### src/rtl/param_data_memory_if.sv
// Request/response bundle between the CPU load/store path and param_data_memory.
interface param_data_memory_if #(
   parameter int DATA_WIDTH = 8,
   parameter int ADDR_WIDTH = 8
);
   logic                  read;
   logic                  write;
   logic [ADDR_WIDTH-1:0] address;
   logic [DATA_WIDTH-1:0] writedata;
   logic [DATA_WIDTH-1:0] readdata;
   logic                  busywait;

   modport master (
      output read, write, address, writedata,
      input  readdata, busywait
   );

   modport slave (
      input  read, write, address, writedata,
      output readdata, busywait
   );
endinterface

### src/rtl/param_data_memory.sv
// Single-port data memory with LATENCY-cycle access and busywait stall; operands latched at acceptance.
// Optional macro DMEM_RESET_CLEAR_EN: reset also clears every memory word.
module param_data_memory #(
   parameter int DATA_WIDTH = 8,
   parameter int ADDR_WIDTH = 8,
   parameter int LATENCY    = 5
) (
   input logic                clock,
   input logic                reset,
   param_data_memory_if.slave bus
);
   localparam int unsigned DEPTH  = 1 << ADDR_WIDTH;
   localparam logic [7:0]  LAT_M1 = 8'(LATENCY - 1);

   typedef enum logic [1:0] {
      IDLE = 2'd0,
      BUSY = 2'd1,
      DONE = 2'd2
   } state_e;

   state_e                state_q, state_d;
   logic [7:0]            cnt_q, cnt_d;
   logic                  op_wr_q, op_wr_d;
   logic [ADDR_WIDTH-1:0] addr_q, addr_d;
   logic [DATA_WIDTH-1:0] wdata_q, wdata_d;
   logic [DATA_WIDTH-1:0] rdata_q, rdata_d;
   logic [DATA_WIDTH-1:0] mem_q [DEPTH];
   logic                  busy;
   logic                  mem_we;

   always_comb begin
      state_d = state_q;
      cnt_d   = cnt_q;
      op_wr_d = op_wr_q;
      addr_d  = addr_q;
      wdata_d = wdata_q;
      rdata_d = rdata_q;
      busy    = 1'b0;
      mem_we  = 1'b0;
      case (state_q)
         IDLE: begin
            // read and write together is a conflict and is ignored
            if (bus.read ^ bus.write) begin
               busy    = 1'b1;
               state_d = BUSY;
               cnt_d   = LAT_M1;
               op_wr_d = bus.write;
               addr_d  = bus.address;
               wdata_d = bus.writedata;
            end
         end
         BUSY: begin
            busy = 1'b1;
            if (cnt_q == '0) begin
               state_d = DONE;
               if (op_wr_q) mem_we = 1'b1;
               else         rdata_d = mem_q[addr_q];
            end else begin
               cnt_d = cnt_q - 8'd1;
            end
         end
         DONE:    state_d = IDLE;
         default: state_d = IDLE;
      endcase
      if (reset) begin
         busy   = 1'b0;
         mem_we = 1'b0;
      end
   end

   always_ff @(posedge clock) begin
      if (reset) begin
         state_q <= IDLE;
         cnt_q   <= '0;
         rdata_q <= '0;
      end else begin
         state_q <= state_d;
         cnt_q   <= cnt_d;
         rdata_q <= rdata_d;
      end
   end

   always_ff @(posedge clock) begin
      op_wr_q <= op_wr_d;
      addr_q  <= addr_d;
      wdata_q <= wdata_d;
   end

   always_ff @(posedge clock) begin
`ifdef DMEM_RESET_CLEAR_EN
      if (reset) begin
         for (int unsigned i = 0; i < DEPTH; i++) mem_q[i] <= '0;
      end else if (mem_we) begin
         mem_q[addr_q] <= wdata_q;
      end
`else
      if (mem_we) mem_q[addr_q] <= wdata_q;
`endif
   end

   assign bus.busywait = busy;
   assign bus.readdata = rdata_q;
endmodule

### src/flat_wrapper.sv
// flat-port wrapper written by rule: the top's interface ports become plain ports
module param_data_memory_flat 
#(
   parameter int DATA_WIDTH = 8,
   parameter int ADDR_WIDTH = 8,
   parameter int LATENCY    = 5
)
  (clock, reset, bus_read, bus_write, bus_address, bus_writedata, bus_readdata, bus_busywait);
  param_data_memory_if #(.DATA_WIDTH(DATA_WIDTH), .ADDR_WIDTH(ADDR_WIDTH)) bus_i ();
  input logic clock;
  input logic reset;
  input wire logic [$bits(bus_i.read)-1:0] bus_read;
  input wire logic [$bits(bus_i.write)-1:0] bus_write;
  input wire logic [$bits(bus_i.address)-1:0] bus_address;
  input wire logic [$bits(bus_i.writedata)-1:0] bus_writedata;
  output wire logic [$bits(bus_i.readdata)-1:0] bus_readdata;
  output wire logic [$bits(bus_i.busywait)-1:0] bus_busywait;
  assign bus_i.read = bus_read;
  assign bus_i.write = bus_write;
  assign bus_i.address = bus_address;
  assign bus_i.writedata = bus_writedata;
  assign bus_readdata = bus_i.readdata;
  assign bus_busywait = bus_i.busywait;
  param_data_memory #(.DATA_WIDTH(DATA_WIDTH), .ADDR_WIDTH(ADDR_WIDTH), .LATENCY(LATENCY)) u_core (.clock(clock), .reset(reset), .bus(bus_i));
endmodule
### config.mk
export PLATFORM = sky130hd
export DESIGN_NAME = param_data_memory_flat
export DESIGN_NICKNAME = d
export VERILOG_FILES = /design/src/rtl/param_data_memory_if.sv /design/src/rtl/param_data_memory.sv /design/src/flat_wrapper.sv
export SDC_FILE = /design/constraint.sdc
export NUM_CORES = 2
export LEC_CHECK = 0
export ABC_AREA = 1
export BUFFER_PORTS_ARGS = -buffer_cell sky130_fd_sc_hd__clkbuf_2
export CAP_MARGIN = 10
export CORE_ASPECT_RATIO = 1.4
export CORE_MARGIN = 5
export CORE_UTILIZATION = 40
export DETAILED_ROUTE_END_ITERATION = 10
export PLACE_DENSITY = 0.54
export SYNTH_ARGS = -nofsm -noshare
export SYNTH_HDL_FRONTEND = slang
export SYNTH_SLANG_ARGS = --single-unit
### constraint.sdc
create_clock -name clock -period 8 [get_ports clock]
set_input_delay 0 -clock clock [delete_from_list [all_inputs] [get_ports clock]]
set_output_delay 0 -clock clock [all_outputs]
set_load 0.005 [all_outputs]
## Yosys cells after proc, flatten, opt, wreduce, memory -nomap -nowiden

Memories as Yosys holds them, arrays and structs flattened. A register that Yosys moved wholly into a read port is not among the register bits.
Cells that the tools add are included.

| storage, ports and cells | value |
|---|---|
| bits in registers | 27 |
| RAM bits | 2048 |
| bits of input ports | 20 |
| memories | 1 |

| cells by class | value |
|---|---|
| $add $sub $neg | 1 |
| eq/ne operators | 4 |
| muxes and demuxes | 15 |
| bitwise logic cells | 2 |
| reductions and logical operators | 7 |

Memory list:

| memory | words | bits a word | rd ports | clocked after memory_dff | wr ports | RTL line | RTL |
|---|---|---|---|---|---|---|---|
| u_core.mem_q | 256 | 8 | 1 | 1 | 1 | param_data_memory.sv:27 | `logic [DATA_WIDTH-1:0] mem_q [DEPTH];` |

Operators with widths:

| cell | count |
|---|---|
| $mux 8 | 2 |
| $pmux 8 s2 | 1 |
| $logic_not 8->1 | 1 |
| $mux 1 | 8 |
| $sub 8x1->8 const B | 1 |
| $reduce_and 3->1 | 2 |
| $mux 2 | 2 |
| $ne 2x1->1 const B | 2 |
| $pmux 2 s2 | 1 |
| $reduce_and 2->1 | 2 |
| $eq 2x1->1 const B | 1 |
| $logic_not 2->1 | 1 |
| $ne 2x2->1 const B | 1 |
| $pmux 1 s2 | 1 |
| $reduce_bool 2->1 | 1 |
| $not 1->1 | 1 |
| $xor 1x1->1 | 1 |

## Depth between registers and ports, before layout

| logic depth | value |
|---|---|
| depth after elaboration | 6 |
| mapped depth | 18 |
| gate-level depth less buffers | 15 |

## Least setup slack after synthesis

No wires, ideal clock.

| path | value |
|---|---|
| kind | flip-flop to flip-flop |
| from | register u_core.wdata_q[0] |
| to | memory u_core.mem_q[0][0] (data pin) |
| data arrival time | 3.228 ns |
| data required time | 7.183 ns |
| setup slack | 3.954 ns |
| cell stages (with the launch flop) | 1 |
| buffers on the path | 0 |
| period minus slack after synthesis | 4.046 ns |
| cells stage by stage | edfxtp_1 |

RTL lines:

| item | RTL line | RTL |
|---|---|---|
| from (decl) | param_data_memory.sv:25 | `logic [DATA_WIDTH-1:0] wdata_q, wdata_d;` |
| from (signal assigned) | param_data_memory.sv:86 | `wdata_q <= wdata_d;` |
| to (decl) | param_data_memory.sv:27 |  |

Straight into the memory's write port.

==> results.yml <==
clock_network:
  cts_tree: "yes"
  clock_latency_ns: 0.83
  clock-sinks: 2083
  clkTransAtPathRegs_ns: 0.07
  post-cts-setup-buffers: 0
  root_buffer: "clkbuf_16"
  cts_max_level: 4
  numCtsBuffers: 200
  cts_buffer_depth: 4
logic_synthesis:
  synth_most_common_cell: "nand2_1"
  synth_top_family_by_area: "simple AND/OR/NAND/NOR gates"
  synth_top_area_frac: 0.729
  muxShareOfSynthArea: 0
  yosys_warnings: 0
  yosysTopAreaCell: "edfxtp_1"
  synth_edf_count: 2065
  synth_compound_area_frac: 0.00968
  synth_xor_area_frac: 0.000103
  ys_async_sr_fraction: 0
  synth_commonest_cells: "nand2_1 (3762), edfxtp_1 (2065), nor2_1 (542), nand3_1 (378), buf_2 (243)"
  ys.flop_type: "edfxtp_1"
  synth_seq_area_share: 0.733
  synth-simple-area-share: 0.231
  syn_inst: 7617
  synth-adder-area-share: 0.000294
  synth_nets: 7639
  syn_avg_cell_area_um2: 11.2
  yosys_register_bits: 2083
  synth_area_um2: 85000
  synth_cell_types: 31
  synthTopCellsByArea: "edfxtp_1 (73%), nand2_1 (17%), nor2_1 (2.4%)"
flow_run:
  max_cap_viol_count: 0
final_layout:
  area_delta_synth_final_pct: 10.5
  fillCellCount: 19700
  layout.nets: 7563
  instances_no_fill: 10500
  drive_above_1_share: 0.0571
hold_path:
  whs_endpoint: "u_core.cnt_q[2]"
  hold_path_startpoint: "bus_read"
  hold_path.class: "in -> reg"
  hold_depth: 5
drt:
  vias: 55100
  via_per_inst: 5.24
  drc_errors: 0
  wl_per_cell_um: 23.8
  antenna_left: 0
  drt-initial-drc-count: 4962
  wl_met2_mm: 123
  wl_met3_mm: 14.4
  totalWireLength_mm: 250
  dr.pass1.iters: 8
  top_layer: "met4"
  wl_met1_mm: 102
setup_path:
  worst-r2r-setup-slack_ns: 3.18
  reg2reg_depth: 17
  cp_slowest_stage_delay_ns: 0.69
  arrival_ns: 5.58
  worstPathMaxFanout: 86
  worstSetupPathType: "reg -> reg"
  end_kind: "flop"
  cp.required_ns: 8.76
  cp_top_family: "simple AND/OR/NAND/NOR gates"
  r2r_start: "u_core.addr_q[1]"
  cp_slowest_cell: "nor2_4"
  path_buf_inv: 4
  cp-start-kind: "flop"
  path_cells: "buf_4 -> inv_8 -> nor2_4 -> buf_12 -> buf_4 -> nand2_1 -> nand2_1 -> o21ai_0 -> nand2_1 -> nor2_1 -> nor2_1 -> nor2_1 -> nand2_1 -> nand2_1 -> nand3_1 -> nor2_1 -> nor2_1"
  r2r_end: "u_core.bus.readdata[0]"
sta:
  slew_headroom: 0.136
  tightest_slew_ns: 1.30
  fin_crit_ns: 4.82
  fin_skew_ns: 0.0346
  max_freq_ghz: 0.207
  timing.hold.ws_ns: 0.121
  grt_setup_unrepaired: "false"
  fin_tns_setup_ns: 0
  setup_slack_ns: 3.18
  finalHoldViolCount: 0
  setup_viol: 0
  slew_viol_final: 0
  min_period_over_period: 0.602
placed_design:
  post-place-ws_ns: 3.23
  io_buffers: 28
  place_inst: 10100
  hpwlAfterDp_mm: 135
  place.gp.congestion: 0.827
floorplan:
  dieArea_um2: 222000
  chipHeight_um: 556
  start_util: 0.401
  io_pins: 29
  die_width_um: 400
  rows: 200
  core_um2: 212000
global_routing:
  grt_pass1_vias: 53800
  track_usage: 0.221
  grt_pass1_wl_mm: 367
  antenna_found_initial: 5
  grt_max_degree: 198
  overflow: 0
power:
  peakVddDrop_mv: 0.178
  p_leak_nw: 34.7
  power_density_nw_per_um2: 270
outcome:
  outcome: "finished clean"
tightest hold or removal path, delay by kind of cell:
kind / cells / cell delay [ns]
AO/OA/AOI/OAI: 1 / 0.09
XOR/XNOR: 1 / 0.06
buffers and inverters: 2 / 0.62
AND/OR/NAND/NOR: 1 / 0.12
how the worst max path moves through the flow:
stage / start / end / slack (ns) / cells after the start
2_1_floorplan: u_core.wdata_q[0] / u_core.mem_q[0][0] / 3.95 / 0
3_3_place_gp: u_core.addr_q[0] / u_core.bus.readdata[3] / 3.18 / 17
3_5_place_dp: u_core.addr_q[0] / u_core.bus.readdata[3] / 3.23 / 17
4_1_cts: u_core.addr_q[1] / u_core.bus.readdata[0] / 3.20 / 17
5_1_grt: u_core.addr_q[0] / u_core.bus.readdata[3] / 2.98 / 17
6_report: u_core.addr_q[1] / u_core.bus.readdata[0] / 3.18 / 17
power breakdown:
group / switching, mW / internal (mW) / total (mW)
clock: 3.99 / 5.00 / 8.99
sequential: 0.0399 / 12.4 / 12.4
combinational: 3.08 / 0.808 / 3.89
repair_timing:
action,4_1_cts,5_1_grt
endpoints found under the hold margin,35,0
hold buffers,38,0
resized for setup,0,0
logic make-up (layout without fill, tap and decap cells):
| group | Yosys count | count (layout) |
|---|---|---|
| AO/OA/AOI/OAI | 163 | 163 |
| XOR/XNOR | 1 | 1 |
| adder cells (fa/ha/maj) | 2 | 2 |
| buffers and inverters | 449 | 519 |
| flip-flops | 2083 | 2083 |
| other | 0 | 2 |
| AND/OR/NAND/NOR | 4919 | 4919 |
layout make-up:
type                            instances  area (um2)  area share
Sequential cell                      2083       62400       0.664
Multi-Input combinational cell       5085       20600       0.219
Clock buffer                          258        5310      0.0565
Tap cell                             2828        3540      0.0377
Timing Repair Buffer                  140        1330      0.0141
Clock inverter                         90         683     0.00727
Inverter                               31         136     0.00145
Antenna cell                            2        5.00   0.0000533
layer usage:
metal / GRT usage / up-vias
met2: 0.377 / 1790
met3: 0.0271 / 452
met4: 0.0857 / 0
met5: 0 / -
met1: 0.288 / 27400
li1: - / 25500
flip-flops by register name (all words and copies together) (netlist names):
| register | count |
|---|---|
| u_core.op_wr_q | 1 |
| u_core.mem_q | 2048 |
| u_core.wdata_q | 8 |
| u_core.bus.readdata | 8 |
| u_core.state_q | 2 |
| u_core.addr_q | 8 |
| u_core.cnt_q | 8 |
metrics by stage:
| stage | power, mW | util | cell area [um2] |
|---|---|---|---|
| 2_1_floorplan | 15.0 | - | 85000 |
| 3_3_place_gp | 16.6 | 0.413 | 87600 |
| 3_5_place_dp | 16.6 | 0.413 | 87600 |
| 4_1_cts | 25.5 | 0.443 | 93900 |
| 5_1_grt | 26.2 | 0.443 | 93900 |
| 6_report | 25.3 | 0.443 | 93900 |
cells in the final DEF (no fill, tap or decap), types with 2 or more instances in the layout:
cell,netlist,final
a21oi_1,72,72
buf_12,0,20
buf_4,4,54
bufinv_16,0,11
clkbuf_1,106,53
clkbuf_16,0,203
clkbuf_2,0,28
clkbuf_8,0,2
clkinv_1,3,45
clkinv_2,0,33
dfxtp_1,18,18
diode_2,0,2
dlygate4sd3_1,0,38
edfxtp_1,2065,2065
ha_1,2,2
inv_1,25,25
inv_6,0,3
inv_8,0,2
nand2_1,3762,3762
nand2_4,17,17
nand3_1,378,378
nand4_1,158,158
nor2_1,542,537
nor2_2,51,51
nor2_4,2,7
nor3_4,4,4
nor3b_1,2,2
o21ai_0,81,81
o21ai_1,6,6
Note: power is estimated with default switching activity, not from simulation.
